**config.mk**
```make
export PLATFORM = sky130hd
export DESIGN_NAME = uart_rx_frame
export DESIGN_NICKNAME = d
export VERILOG_FILES = /design/src/rtl/uart_pkg.sv /design/src/rtl/uart_sync2.sv /design/src/rtl/uart_rx_frame.sv
export SDC_FILE = /design/constraint.sdc
export NUM_CORES = 1
export LEC_CHECK = 0
export ABC_CLOCK_PERIOD_IN_PS = 1900
export BUFFER_PORTS_ARGS = -buffer_cell sky130_fd_sc_hd__buf_2
export CORE_MARGIN = 4
export CORE_UTILIZATION = 40
export CTS_CLUSTER_DIAMETER = 50
export DETAILED_ROUTE_END_ITERATION = 6
export SETUP_SLACK_MARGIN = 0.05
export SLEW_MARGIN = 25
export SYNTH_ARGS = -nofsm -noshare
export SYNTH_HDL_FRONTEND = slang
export SYNTH_HIERARCHICAL = 1
export SYNTH_SLANG_ARGS = --single-unit
```
**constraint.sdc**
```tcl
create_clock -name clk -period 1.9 [get_ports clk]
set_clock_uncertainty 0.05 [all_clocks]
set_input_delay 0.19 -clock clk [delete_from_list [all_inputs] [get_ports clk]]
set_output_delay 0.19 -clock clk [all_outputs]
set_load 0.02 [all_outputs]
```
**src/rtl/uart_pkg.sv**
```systemverilog
// Shared UART definitions: state encodings, bit-timing helpers and parity,
// common to the receiver and the future transmitter.
package uart_pkg;

    typedef enum logic [2:0] {
        ST_IDLE   = 3'd0,
        ST_START  = 3'd1,
        ST_DATA   = 3'd2,
        ST_PARITY = 3'd3,
        ST_STOP   = 3'd4,
        ST_BREAK  = 3'd5
    } uart_state_t;

    localparam int unsigned BIT_CNT_W = 3;
    localparam int unsigned CPB_MIN   = 4;

    function automatic int unsigned calc_cpb(input logic [27:0] clock_freq,
                                             input logic [23:0] baud_rate);
        return 32'(clock_freq / {4'd0, baud_rate});
    endfunction

    function automatic int unsigned calc_half(input int unsigned cpb);
        return cpb / 32'd2;
    endfunction

    function automatic int unsigned calc_cnt_w(input int unsigned cpb);
        return (cpb > 32'd2) ? 32'($clog2(cpb)) : 32'd1;
    endfunction

    function automatic logic even_parity(input logic [7:0] d);
        return ^d;
    endfunction

endpackage

```
**src/rtl/uart_sync2.sv**
```systemverilog
// Two-flop synchronizer for an asynchronous single-bit input, with a
// configurable reset value so an idle-high line does not look active after reset.
module uart_sync2 #(
    parameter logic RESET_VAL = 1'b1
) (
    input  logic clk,
    input  logic reset,
    input  logic d,
    output logic q
);

    logic meta_r;

    // Two-stage capture of the asynchronous input.
    always_ff @(posedge clk) begin
        if (reset) begin
            meta_r <= RESET_VAL;
            q      <= RESET_VAL;
        end else begin
            meta_r <= d;
            q      <= meta_r;
        end
    end

endmodule

```
**src/rtl/uart_rx_frame.sv**
```systemverilog
// 8N1 UART receiver delivering one-cycle rx_valid strobes per good byte.
// Define UART_RX_PARITY_EN to add an even-parity bit between data and stop.
module uart_rx_frame
    import uart_pkg::*;
#(
    parameter logic [23:0] BAUD_RATE  = 24'd4000000,
    parameter logic [27:0] CLOCK_FREQ = 28'd50000000
) (
    input  logic       clk,
    input  logic       reset,
    input  logic       uart_rx,
    output logic [7:0] rx_data,
    output logic       rx_valid,
    output logic       frame_error,
    output logic       parity_error,
    output logic       rx_busy
);

    localparam int unsigned CPB   = calc_cpb(CLOCK_FREQ, BAUD_RATE);
    localparam int unsigned HALF  = calc_half(CPB);
    localparam int unsigned CNT_W = calc_cnt_w(CPB);
    localparam logic [CNT_W-1:0] CNT_LAST = CNT_W'(CPB - 32'd1);
    localparam logic [CNT_W-1:0] CNT_MID  = CNT_W'(HALF - 32'd1);

    if (CPB < CPB_MIN) begin : g_cpb_check
        $error("uart_rx_frame: CLOCK_FREQ/BAUD_RATE must be at least 4");
    end

`ifdef UART_RX_PARITY_EN
    localparam uart_state_t ST_AFTER_DATA = ST_PARITY;
    logic parity_bad_r;
    logic parity_error_r;
    assign parity_error = parity_error_r;
`else
    localparam uart_state_t ST_AFTER_DATA = ST_STOP;
    assign parity_error = 1'b0;
`endif

    logic                 rx_s;
    uart_state_t          state_r;
    logic [CNT_W-1:0]     cnt_r;
    logic [BIT_CNT_W-1:0] bit_cnt_r;
    logic [7:0]           shift_r;

    uart_sync2 #(.RESET_VAL(1'b1)) u_sync (
        .clk   (clk),
        .reset (reset),
        .d     (uart_rx),
        .q     (rx_s)
    );

    // Frame FSM: start validation at mid-bit, data/parity/stop sampling, strobes.
    always_ff @(posedge clk) begin
        if (reset) begin
            state_r     <= ST_IDLE;
            cnt_r       <= {CNT_W{1'b0}};
            bit_cnt_r   <= 3'd0;
            shift_r     <= 8'd0;
            rx_data     <= 8'd0;
            rx_valid    <= 1'b0;
            frame_error <= 1'b0;
            rx_busy     <= 1'b0;
`ifdef UART_RX_PARITY_EN
            parity_bad_r   <= 1'b0;
            parity_error_r <= 1'b0;
`endif
        end else begin
            rx_valid    <= 1'b0;
            frame_error <= 1'b0;
`ifdef UART_RX_PARITY_EN
            parity_error_r <= 1'b0;
`endif
            case (state_r)
                ST_IDLE: begin
                    cnt_r     <= {CNT_W{1'b0}};
                    bit_cnt_r <= 3'd0;
                    if (!rx_s) begin
                        state_r <= ST_START;
                        rx_busy <= 1'b1;
                    end
                end
                ST_START: begin
                    if (cnt_r == CNT_MID) begin
                        cnt_r <= {CNT_W{1'b0}};
                        if (!rx_s) begin
                            state_r <= ST_DATA;
                        end else begin
                            state_r <= ST_IDLE;
                            rx_busy <= 1'b0;
                        end
                    end else begin
                        cnt_r <= cnt_r + CNT_W'(1);
                    end
                end
                ST_DATA: begin
                    if (cnt_r == CNT_LAST) begin
                        cnt_r     <= {CNT_W{1'b0}};
                        shift_r   <= {rx_s, shift_r[7:1]};
                        bit_cnt_r <= bit_cnt_r + 3'd1;
                        if (bit_cnt_r == 3'd7) begin
                            state_r <= ST_AFTER_DATA;
                        end
                    end else begin
                        cnt_r <= cnt_r + CNT_W'(1);
                    end
                end
`ifdef UART_RX_PARITY_EN
                ST_PARITY: begin
                    if (cnt_r == CNT_LAST) begin
                        cnt_r        <= {CNT_W{1'b0}};
                        parity_bad_r <= (rx_s != even_parity(shift_r));
                        state_r      <= ST_STOP;
                    end else begin
                        cnt_r <= cnt_r + CNT_W'(1);
                    end
                end
`endif
                ST_STOP: begin
                    if (cnt_r == CNT_LAST) begin
                        cnt_r <= {CNT_W{1'b0}};
                        if (rx_s) begin
                            // Returning to IDLE half a bit early lets a back-to-back start bit be caught.
                            state_r <= ST_IDLE;
                            rx_busy <= 1'b0;
`ifdef UART_RX_PARITY_EN
                            if (parity_bad_r) begin
                                parity_error_r <= 1'b1;
                            end else begin
                                rx_data  <= shift_r;
                                rx_valid <= 1'b1;
                            end
`else
                            rx_data  <= shift_r;
                            rx_valid <= 1'b1;
`endif
                        end else begin
                            frame_error <= 1'b1;
                            state_r     <= ST_BREAK;
                        end
                    end else begin
                        cnt_r <= cnt_r + CNT_W'(1);
                    end
                end
                ST_BREAK: begin
                    cnt_r <= {CNT_W{1'b0}};
                    if (rx_s) begin
                        state_r <= ST_IDLE;
                        rx_busy <= 1'b0;
                    end
                end
                default: begin
                    state_r <= ST_IDLE;
                    cnt_r   <= {CNT_W{1'b0}};
                    rx_busy <= 1'b0;
                end
            endcase
        end
    end

endmodule

```
==> impl_metrics.json <==
{
  "cp-start-kind": "flip-flop",
  "endpoint_kind": "flip-flop",
  "slowest_stage": "dfxtp_1",
  "track_usage": 0.130,
  "cts_tree": "done",
  "post-route-period-util": 0.836,
  "p_leak_nw": 0.560,
  "die_x_um": 66.6,
  "final-hold-violation-count": 0,
  "drive_above_1_share": 0.168,
  "final_cells": 207,
  "wirelength_um": 2480,
  "cts.htree.levels": 2,
  "clock_sinks": 31,
  "period_needed_ns": 1.59,
  "dieArea_um2": 4440,
  "ioPinCount": 15,
  "synthMuxAreaShare": 0.0582,
  "root_buffer": "clkbuf_4",
  "power_density_nw_per_um2": 736,
  "status": "completed",
  "ant_nets": 0,
  "ys_seq_elements": 31,
  "critPathMaxStageDelay_ns": 0.51,
  "synth_nets": 155,
  "synth_cells": 148,
  "numPlacedInstances": 198,
  "critPathBufInv": 0,
  "crit_family": "simple AND/OR/NAND/NOR gates",
  "grt_pass1_vias": 1004,
  "ys_warn_count": 6,
  "final_max_slew_viol_count": 0,
  "slew_headroom": 0.610,
  "chipHeight_um": 66.6,
  "grt_antenna_before_repair": 0,
  "avgSynthCellArea_um2": 9.29,
  "vias_per_cell": 5.11,
  "synth_top_family_by_area": "simple AND/OR/NAND/NOR gates",
  "synth_top_cells_by_area": "dfxtp_1 (45%), nand2b_1 (7.7%), mux2i_1 (5.8%)",
  "drtIter0Drc": 52,
  "synth_top_cell_area_share": 0.451,
  "rsz0062_at_grt": "false",
  "cp_cell_sequence": "or3b_4 -> or3_1 -> a21oi_1",
  "place.detailed.hpwl_um": 1660,
  "synth_common_cells": "dfxtp_1 (31), nand2b_1 (17), a21oi_1 (14), nand3_1 (12)",
  "initial_core_util": 0.412,
  "synth.most_common_cell": "dfxtp_1",
  "clk_latency_ns": 0.32,
  "wl_per_cell_um": 12.0,
  "rows": 21,
  "synth_compound_area_frac": 0.143,
  "worstSetupPathType": "flip-flop to flip-flop",
  "clkTransAtPathRegs_ns": 0.09,
  "overflow": 0,
  "cp.arrival_ns": 1.79,
  "ir_drop_uv": 263,
  "pre_cts_ws_ns": 0.172,
  "nFillCells": 323,
  "setup_viol_count_final": 0,
  "first_pass_iters": 4,
  "cts_buffer_depth": 2,
  "grt_max_degree": 40,
  "tns_ns": 0,
  "synthAdderAreaFrac": 0.0437,
  "cp.required_ns": 2.10,
  "yosysSeqAreaShare": 0.451,
  "postCtsSetupBuffers": 0,
  "synthXorXnorAreaFrac": 0.0191,
  "syn_area_um2": 1380,
  "ys_types": 33,
  "drc": 0,
  "area_growth_pct": 12.3,
  "async_flop_share": 0,
  "max_cap_violations": 0,
  "numPortBuffers": 13,
  "hold_class": "primary input to flip-flop",
  "core_area_um2": 3340,
  "grt_pass1_wl_um": 4330,
  "synth_flop_cell": "dfxtp_1",
  "nNetsFinal": 167,
  "vias": 1058,
  "antenna_cells": 0,
  "worst_slack_ns": 0.312,
  "max_freq_mhz": 630,
  "synth_simple_gate_area_frac": 0.227,
  "synth_enable_flop_cells": 0,
  "cts_made_buffers": 5,
  "cp_max_fo": 13,
  "tightest_slew_ns": 0.585,
  "routabilityCongestion": 0.724,
  "power_mw": 1.14,
  "yosys.area.top_type": "dfxtp_1"
}
[repair_timing]
item,CTS,global route
hold buffers,1,0
setup endpoints to repair,0,2
endpoints found under the hold margin,1,0
resized for setup,0,1
[per-layer routing]
| metal | up-vias | GRT usage | wire length, um |
|---|---|---|---|
| met5 | - | 0 | 0 |
| met4 | 0 | 0.0787 | 53 |
| met1 | 492 | 0.156 | 1170 |
| met2 | 21 | 0.200 | 1140 |
| li1 | 540 | - | - |
| met3 | 5 | 0.0405 | 115 |
[where the power goes]
group,total (mW),switching (mW),internal (mW)
Sequential,0.662,0.00659,0.655
Clock,0.429,0.212,0.218
Combinational,0.0453,0.0255,0.0198
[sequential cells by signal (all words and copies together) (netlist names), 3 cells and up]
register,cells
cnt_r,4
rx_data,8
state_r,3
bit_cnt_r,3
shift_r,8
[final cells by class]
type | instances | area [um2] | area share
Multi-Input combinational cell | 101 | 681 | 0.441
Sequential cell | 31 | 621 | 0.402
Timing Repair Buffer | 18 | 105 | 0.0681
Clock buffer | 8 | 68.8 | 0.0446
Tap cell | 46 | 57.6 | 0.0373
Inverter | 3 | 11.3 | 0.00729
[cells by family after synthesis]
kind of cell,count (synthesis)
compound gates,32
buf+inv,16
mux,8
fa+ha+maj,5
xor+xnor,3
other cells,1
simple gates,52
flops,31
[placed cells by master, fill, tap and decap left out, drive strengths merged, types with 2 or more instances in the layout]
cell / synthesis / final
o211ai: 3 / 3
mux2i: 8 / 8
nand2: 2 / 2
nand3b: 2 / 2
nor3b: 4 / 4
buf: 6 / 17
clkbuf: 7 / 8
a22oi: 2 / 2
ha: 4 / 4
or2: 3 / 3
dfxtp: 31 / 31
xor2: 2 / 2
a21oi: 14 / 14
or3: 2 / 2
a311oi: 2 / 2
nand2b: 17 / 17
nor3: 5 / 5
o21ai: 8 / 8
inv: 3 / 3
nand3: 12 / 12
[worst paths after layout]
check             slack [ns]  cells after the start                      from                        end
setup / recovery        0.31                      3   state_r[1]$_SDFFE_PP0P_  bit_cnt_r[0]$_SDFFE_PP0P_
hold / removal          0.33                      2                     reset    shift_r[1]$_SDFFE_PP0P_
setup reg to reg        0.31                      3   state_r[1]$_SDFFE_PP0P_  bit_cnt_r[0]$_SDFFE_PP0P_
hold reg to reg         0.38                      1  u_sync/meta_r$_SDFF_PP1_        u_sync/q$_SDFF_PP1_
[through the flow]
stage                     hold slack (ns)  utilization  cell area [um2]
after global routing                0.370        0.463             1540
after CTS                           0.318        0.462             1540
after detailed placement            0.325        0.439             1460
final                               0.327        0.463             1540
after global placement              0.323        0.439             1460
after floorplan                     0.237            -             1380
(Power assumes the default switching activity.)
